==> config.mk <==
export PLATFORM = sky130hd
export DESIGN_NAME = ysyx_22040237_lsu
export DESIGN_NICKNAME = d
export VERILOG_FILES = /design/src/rtl/ysyx_22040237_lsu.sv
export SDC_FILE = /design/constraint.sdc
export NUM_CORES = 1
export LEC_CHECK = 0
export ABC_AREA = 1
export BUFFER_PORTS_ARGS = -buffer_cell sky130_fd_sc_hd__buf_2
export CORE_AREA = 2 2 214 216
export DETAILED_ROUTE_END_ITERATION = 8
export DIE_AREA = 0 0 216 218
export PLACE_DENSITY = 0.59
export SYNTH_ARGS = -nofsm -noshare
export SYNTH_HDL_FRONTEND = slang
export SYNTH_SLANG_ARGS = --single-unit
export TNS_END_PERCENT = 5
==> constraint.sdc <==
create_clock -name clk -period 2.5 [get_ports clk]
set_clock_uncertainty 0.05 [all_clocks]
set_input_delay 0.5 -clock clk [delete_from_list [all_inputs] [get_ports clk]]
set_output_delay 0.5 -clock clk [all_outputs]
set_load 0.02 [all_outputs]
==> src/rtl/ysyx_22040237_lsu.sv <==
// Load/store unit sitting between EXU and WBU.
//   in_*      : EXU result handshake; in_exu_result is the effective address
//               for loads/stores and the rd value for everything else.
//   mem_req_* : one outstanding request at a time; address is 8-byte aligned,
//               store data and byte mask are shifted to the addressed lane.
//   mem_rsp_* : single-cycle response/ack carrying a full 64-bit beat.
//   out_*     : registered result to WBU, held until out_ready.
//   out_misalign flags a misaligned access; no bus request is made for it.
module ysyx_22040237_lsu #(
  parameter int unsigned XLEN   = 64,
  parameter int unsigned RIDX_W = 5
) (
  input  logic              clk,
  input  logic              rst,
  input  logic              in_valid,
  output logic              in_ready,
  input  logic [XLEN-1:0]   in_pc,
  input  logic              in_is_load,
  input  logic              in_is_store,
  input  logic [2:0]        in_funct3,
  input  logic [XLEN-1:0]   in_exu_result,
  input  logic [XLEN-1:0]   in_store_data,
  input  logic [RIDX_W-1:0] in_rd_idx,
  input  logic              in_rd_wen,
  output logic              mem_req_valid,
  input  logic              mem_req_ready,
  output logic [XLEN-1:0]   mem_req_addr,
  output logic              mem_req_wen,
  output logic [XLEN-1:0]   mem_req_wdata,
  output logic [7:0]        mem_req_wmask,
  input  logic              mem_rsp_valid,
  input  logic [XLEN-1:0]   mem_rsp_rdata,
  output logic              out_valid,
  input  logic              out_ready,
  output logic [XLEN-1:0]   out_pc,
  output logic [RIDX_W-1:0] out_rd_idx,
  output logic              out_rd_wen,
  output logic [XLEN-1:0]   out_rd_data,
  output logic              out_misalign
);

  typedef enum logic [1:0] {S_IDLE, S_REQ, S_WAIT, S_DONE} state_e;

  state_e              state_q, state_d;
  logic [XLEN-1:0]     pc_q, pc_d;
  logic [XLEN-1:0]     addr_q, addr_d;
  logic [XLEN-1:0]     sdata_q, sdata_d;
  logic [XLEN-1:0]     rd_data_q, rd_data_d;
  logic [RIDX_W-1:0]   rd_idx_q, rd_idx_d;
  logic [2:0]          funct3_q, funct3_d;
  logic                rd_wen_q, rd_wen_d;
  logic                is_load_q, is_load_d;
  logic                is_store_q, is_store_d;
  logic                misalign_q, misalign_d;

  logic                in_misalign;
  logic [7:0]          base_mask;
  logic [5:0]          lane_shift;
  logic [XLEN-1:0]     rsp_shifted;
  logic [XLEN-1:0]     load_ext;

  // funct3[1:0] encodes the access size for every funct3 value, including 111.
  always_comb begin
    case (in_funct3[1:0])
      2'b00:   in_misalign = 1'b0;
      2'b01:   in_misalign = in_exu_result[0];
      2'b10:   in_misalign = |in_exu_result[1:0];
      default: in_misalign = |in_exu_result[2:0];
    endcase
  end

  always_comb begin
    case (funct3_q[1:0])
      2'b00:   base_mask = 8'h01;
      2'b01:   base_mask = 8'h03;
      2'b10:   base_mask = 8'h0F;
      default: base_mask = 8'hFF;
    endcase
  end

  assign lane_shift  = {addr_q[2:0], 3'b000};
  assign rsp_shifted = mem_rsp_rdata >> lane_shift;

  always_comb begin
    case (funct3_q)
      3'b000:  load_ext = {{(XLEN-8){rsp_shifted[7]}},   rsp_shifted[7:0]};
      3'b001:  load_ext = {{(XLEN-16){rsp_shifted[15]}}, rsp_shifted[15:0]};
      3'b010:  load_ext = {{(XLEN-32){rsp_shifted[31]}}, rsp_shifted[31:0]};
      3'b100:  load_ext = {{(XLEN-8){1'b0}},  rsp_shifted[7:0]};
      3'b101:  load_ext = {{(XLEN-16){1'b0}}, rsp_shifted[15:0]};
      3'b110:  load_ext = {{(XLEN-32){1'b0}}, rsp_shifted[31:0]};
      default: load_ext = rsp_shifted;
    endcase
  end

  // Request fields are derived from latched state, so they stay stable for
  // as long as the request is stalled.
  assign in_ready      = (state_q == S_IDLE);
  assign mem_req_valid = (state_q == S_REQ);
  assign mem_req_addr  = mem_req_valid ? {addr_q[XLEN-1:3], 3'b000} : '0;
  assign mem_req_wen   = mem_req_valid & is_store_q;
  assign mem_req_wdata = mem_req_valid ? (sdata_q << lane_shift) : '0;
  assign mem_req_wmask = mem_req_valid ? (base_mask << addr_q[2:0]) : '0;

  assign out_valid    = (state_q == S_DONE);
  assign out_pc       = pc_q;
  assign out_rd_idx   = rd_idx_q;
  assign out_rd_wen   = rd_wen_q;
  assign out_rd_data  = rd_data_q;
  assign out_misalign = misalign_q;

  always_comb begin
    state_d    = state_q;
    pc_d       = pc_q;
    addr_d     = addr_q;
    sdata_d    = sdata_q;
    rd_data_d  = rd_data_q;
    rd_idx_d   = rd_idx_q;
    funct3_d   = funct3_q;
    rd_wen_d   = rd_wen_q;
    is_load_d  = is_load_q;
    is_store_d = is_store_q;
    misalign_d = misalign_q;
    case (state_q)
      S_IDLE: begin
        if (in_valid) begin
          pc_d       = in_pc;
          addr_d     = in_exu_result;
          sdata_d    = in_store_data;
          rd_idx_d   = in_rd_idx;
          funct3_d   = in_funct3;
          is_load_d  = in_is_load;
          is_store_d = in_is_store;
          rd_wen_d   = in_rd_wen;
          rd_data_d  = '0;
          misalign_d = 1'b0;
          if (!(in_is_load || in_is_store)) begin
            rd_data_d = in_exu_result;
            state_d   = S_DONE;
          end else if (in_misalign) begin
            misalign_d = 1'b1;
            rd_wen_d   = 1'b0;
            state_d    = S_DONE;
          end else begin
            state_d = S_REQ;
          end
        end
      end
      S_REQ: begin
        if (mem_req_ready) state_d = S_WAIT;
      end
      S_WAIT: begin
        if (mem_rsp_valid) begin
          rd_data_d = is_load_q ? load_ext : '0;
          state_d   = S_DONE;
        end
      end
      S_DONE: begin
        if (out_ready) state_d = S_IDLE;
      end
      default: state_d = S_IDLE;
    endcase
  end

  always_ff @(posedge clk or negedge rst) begin
    if (!rst) begin
      state_q    <= S_IDLE;
      pc_q       <= '0;
      addr_q     <= '0;
      sdata_q    <= '0;
      rd_data_q  <= '0;
      rd_idx_q   <= '0;
      funct3_q   <= '0;
      rd_wen_q   <= 1'b0;
      is_load_q  <= 1'b0;
      is_store_q <= 1'b0;
      misalign_q <= 1'b0;
    end else begin
      state_q    <= state_d;
      pc_q       <= pc_d;
      addr_q     <= addr_d;
      sdata_q    <= sdata_d;
      rd_data_q  <= rd_data_d;
      rd_idx_q   <= rd_idx_d;
      funct3_q   <= funct3_d;
      rd_wen_q   <= rd_wen_d;
      is_load_q  <= is_load_d;
      is_store_q <= is_store_d;
      misalign_q <= misalign_d;
    end
  end

endmodule
==> key figures <==
Power
  – P_int: roughly 16000 uW
  – Sw power: 16000 uW
  – PD cells: 1510 mW/mm^2
  – Worst vdd ir: 0.000611 V
  – Comb pwr share: 0.604
  – Clock Power Share: 0.146
  – Share of power burned in registers: 0.250
  – Power after layout: 32100 uW
  – Cell leakage power: between 0.01 and 0.015 uW
  – Sw Share: 0.499

Global route
  – Vias in the first global route: between 15000 and 20000
  – Total grt overflow: 0
  – Initial antenna violation count: 7
  – Largest net degree at the start of global routing: 193
  – First-pass GRT wire length: 99500 um
  – Tot GR Track Use: 0.272

STA
  – Max Slew Vio Count: 0
  – Slew headroom: 0.263
  – Final period util: 1.11
  – Worst-margin pin slew: 1.11 ns
  – Fin crit period: 2.77 ns
  – Final setup vio count: between 70 and 80
  – Final Hold Viols: 0
  – Fin worst setup slack: -0.268 ns
  – RSZ-0062 raised after global routing: true
  – Max Fclk: 361 MHz

Critical path
  – Crit path cell chain: buf_12 -> buf_16 -> mux2i_4 -> nand2_2 -> o21ai_4 -> o21ai_1 -> buf_4
  – Worst Setup End Kind: output port
  – CP Max Fanout: 7
  – CP Launch Type: flop
  – Reg-to-Reg Start: addr_q[0]
  – WP buf/inv: 3
  – CP delay by family, top: flip-flops
  – R2R Setup Slk: about 0.15 ns
  – Slowest cell on the critical path: dfrtp_4
  – FF-to-FF path depth: 12
  – Crit path DAT: 2.22 ns
  – Critical Path Max Stage Delay: 0.58 ns
  – Crit path kind: reg2out
  – Worst path required time: roughly 2.0 ns
  – Worst flop-to-flop path endpoint: out_rd_data[43]

Placement
  – Pre-CTS setup slack: 0.122 ns
  – GPL Wtd Cong: 0.964
  – HPWL Detailed: 49500 um
  – Number of buffers added on ports: 544

Final layout
  – Commonest non-fill, non-tap cell in the layout: nand2_1
  – Area grow syn2layout: 40.2%
  – Fin nets: approximately 3000
  – Layout cells sized above 1: 0.301
  – Most frequent cells in the layout: 981 x nand2_1, 476 x buf_2, 268 x dfrtp_1
  – Layout Utilization: 0.473

Floorplan
  – # rows: 78
  – Core area: 0.0449 mm^2
  – Starting Density: 0.337
  – Die ar.: 0.0471 mm^2
  – DIE WIDTH: 216 um
  – Ports: 548
  – Die height: 218 um

Detailed routing
  – First-pass DRT Iterations: 5
  – DRC errors left: 0
  – ANT nets after route: 0
  – DRT Wirelength: roughly 67000 um
  – Vias/cell: 5.07
  – Via count: 17100
  – DRT iter0 DRCs: around 1500
  – Wire per inst: about 20 um

Yosys
  – Cell Area, Synth: 0.0151 mm^2
  – Seq/Total Area, Yosys: 0.446
  – Seq cells post-synth: 270
  – Syn avg cell area: ~6.8 um^2
  – Library cells used by synthesis: 32
  – Synth Instances: 2219
  – Yosys warnings: 0

Clocking
  – Later-pin clock latency in the skew report: 0.60 ns
  – Clk slew on worst S/H paths: 0.06 ns
  – CTS tree: built
  – CTS H-tree depth: 1
  – CTS max path bufs: 3
  – Clock Sinks: 270
  – Total CTS buffers: 31
  – CTS root buf: clkbuf_16

Status
  – Failing checks: negative setup slack
  – Status: complete, but fails checks

Flow run
  – Reported max-cap violation count: 0

Hold path
  – Hold EP: sdata_q[48]
  – Worst Hold Path Cells: 3
  – HP Class: in2reg
  – HP Start: in_store_data[48]
## metal layers
metal  vias to the layer above  wire length, um  GRT usage
li1                       8088                -          -
met3                       125             4800     0.0445
met5                         -               24          0
met1                      8130            26800      0.348
met2                       709            33000      0.473
met4                         4             2010     0.0829
## power groups by stage
stage / sequential, uW / combinational (uW) / clock [uW]
6_report: 8030 / 19400 / 4680
5_1_grt: 8250 / 21100 / 4960
4_1_cts: 7930 / 18400 / 4790
3_5_place_dp: 7970 / 17200 / 0
3_3_place_gp: 7930 / 17100 / 0
2_1_floorplan: 8880 / 10000 / 0
## tightest hold or removal path, cell delays in order
cell and delay [ns]:
buf_2 0.07, nand2_1 0.04, nand2_1 0.05
## cell families (layout without fill, tap and decap cells)
kind of cell               count (synthesis)  after routing  share of synthesized area
and+or+nand+nor                         1262           1262                      0.326
AOI/OAI and AO/OA                        384            384                      0.134
buffers and inverters                    281            816                     0.0786
DFF                                      270            270                      0.446
muxes                                     17             17                     0.0112
adders and majority gates                  4              4                    0.00331
other                                      1             11                   0.000248
## layout make-up
type                            instances  area, um^2
Timing Repair Buffer                  643        4250
Antenna cell                            8        20.0
Multi-Input combinational cell       1670        7940
Tap cell                              600         751
Clock buffer                           42         857
Clock inverter                         10         170
Fill cell                            4666       23700
Inverter                              121         479
Sequential cell                       270        6760
## worst max-delay path by stage
stage,from,endpoint,slack (ns),cells after the start
floorplan,state_q[1],mem_req_wdata[25],0.009,9
finish,addr_q[0],mem_req_wdata[63],-0.27,7
global placement,state_q[1],mem_req_wdata[5],0.13,9
CTS,addr_q[0],mem_req_wdata[54],-0.30,8
detailed placement,state_q[1],mem_req_wdata[5],0.12,9
global route,addr_q[0],mem_req_wdata[31],-0.32,8
## per-stage QoR
step	area, um^2	setup TNS, ns	hold WS (ns)	cells
2_1_floorplan	15300	0	0.154	2221
5_1_grt	21200	-19.92	0.0283	3360
3_5_place_dp	18900	0	0.410	3281
4_1_cts	20600	-13.71	0.0177	3349
3_3_place_gp	18900	0	0.407	3281
6_report	21200	-11.89	0.0395	3364
## Yosys cell counts (all sizes together)
master,n,area (um^2)
a21boi,1,7.51
a21o,1,7.51
a21oi,178,891
a22o,1,8.76
a22oi,9,67.6
buf,79,428
clkbuf,81,308
conb,1,3.75
dfrtp,270,6760
ha,4,50.1
inv,121,454
mux2i,17,170
nand2,991,3730
nand3,132,673
nor2,134,508
nor3,2,10.0
o2111ai,1,8.76
o211ai,21,158
o21ai,159,796
o22ai,9,56.3
o31ai,4,30.0
or2,3,18.8
## registers in the layout (all words and copies together), names as in the netlist
register and cells:
funct3_q 3, out_misalign 1, out_pc 64, is_store_q 1, is_load_q 1, sdata_q 64, addr_q 64, state_q 2
out_rd_wen 1, out_rd_data 64, out_rd_idx 5
## timing repair
item,4_1_cts,5_1_grt
hold buffers,1,0
resized for setup,158,145
gates cloned,4,4
setup endpoints to repair,135,154
endpoints found under the hold margin,48,0
buffers inserted,11,6
pin swaps,17,15
Power figures use the tool's default switching activity.
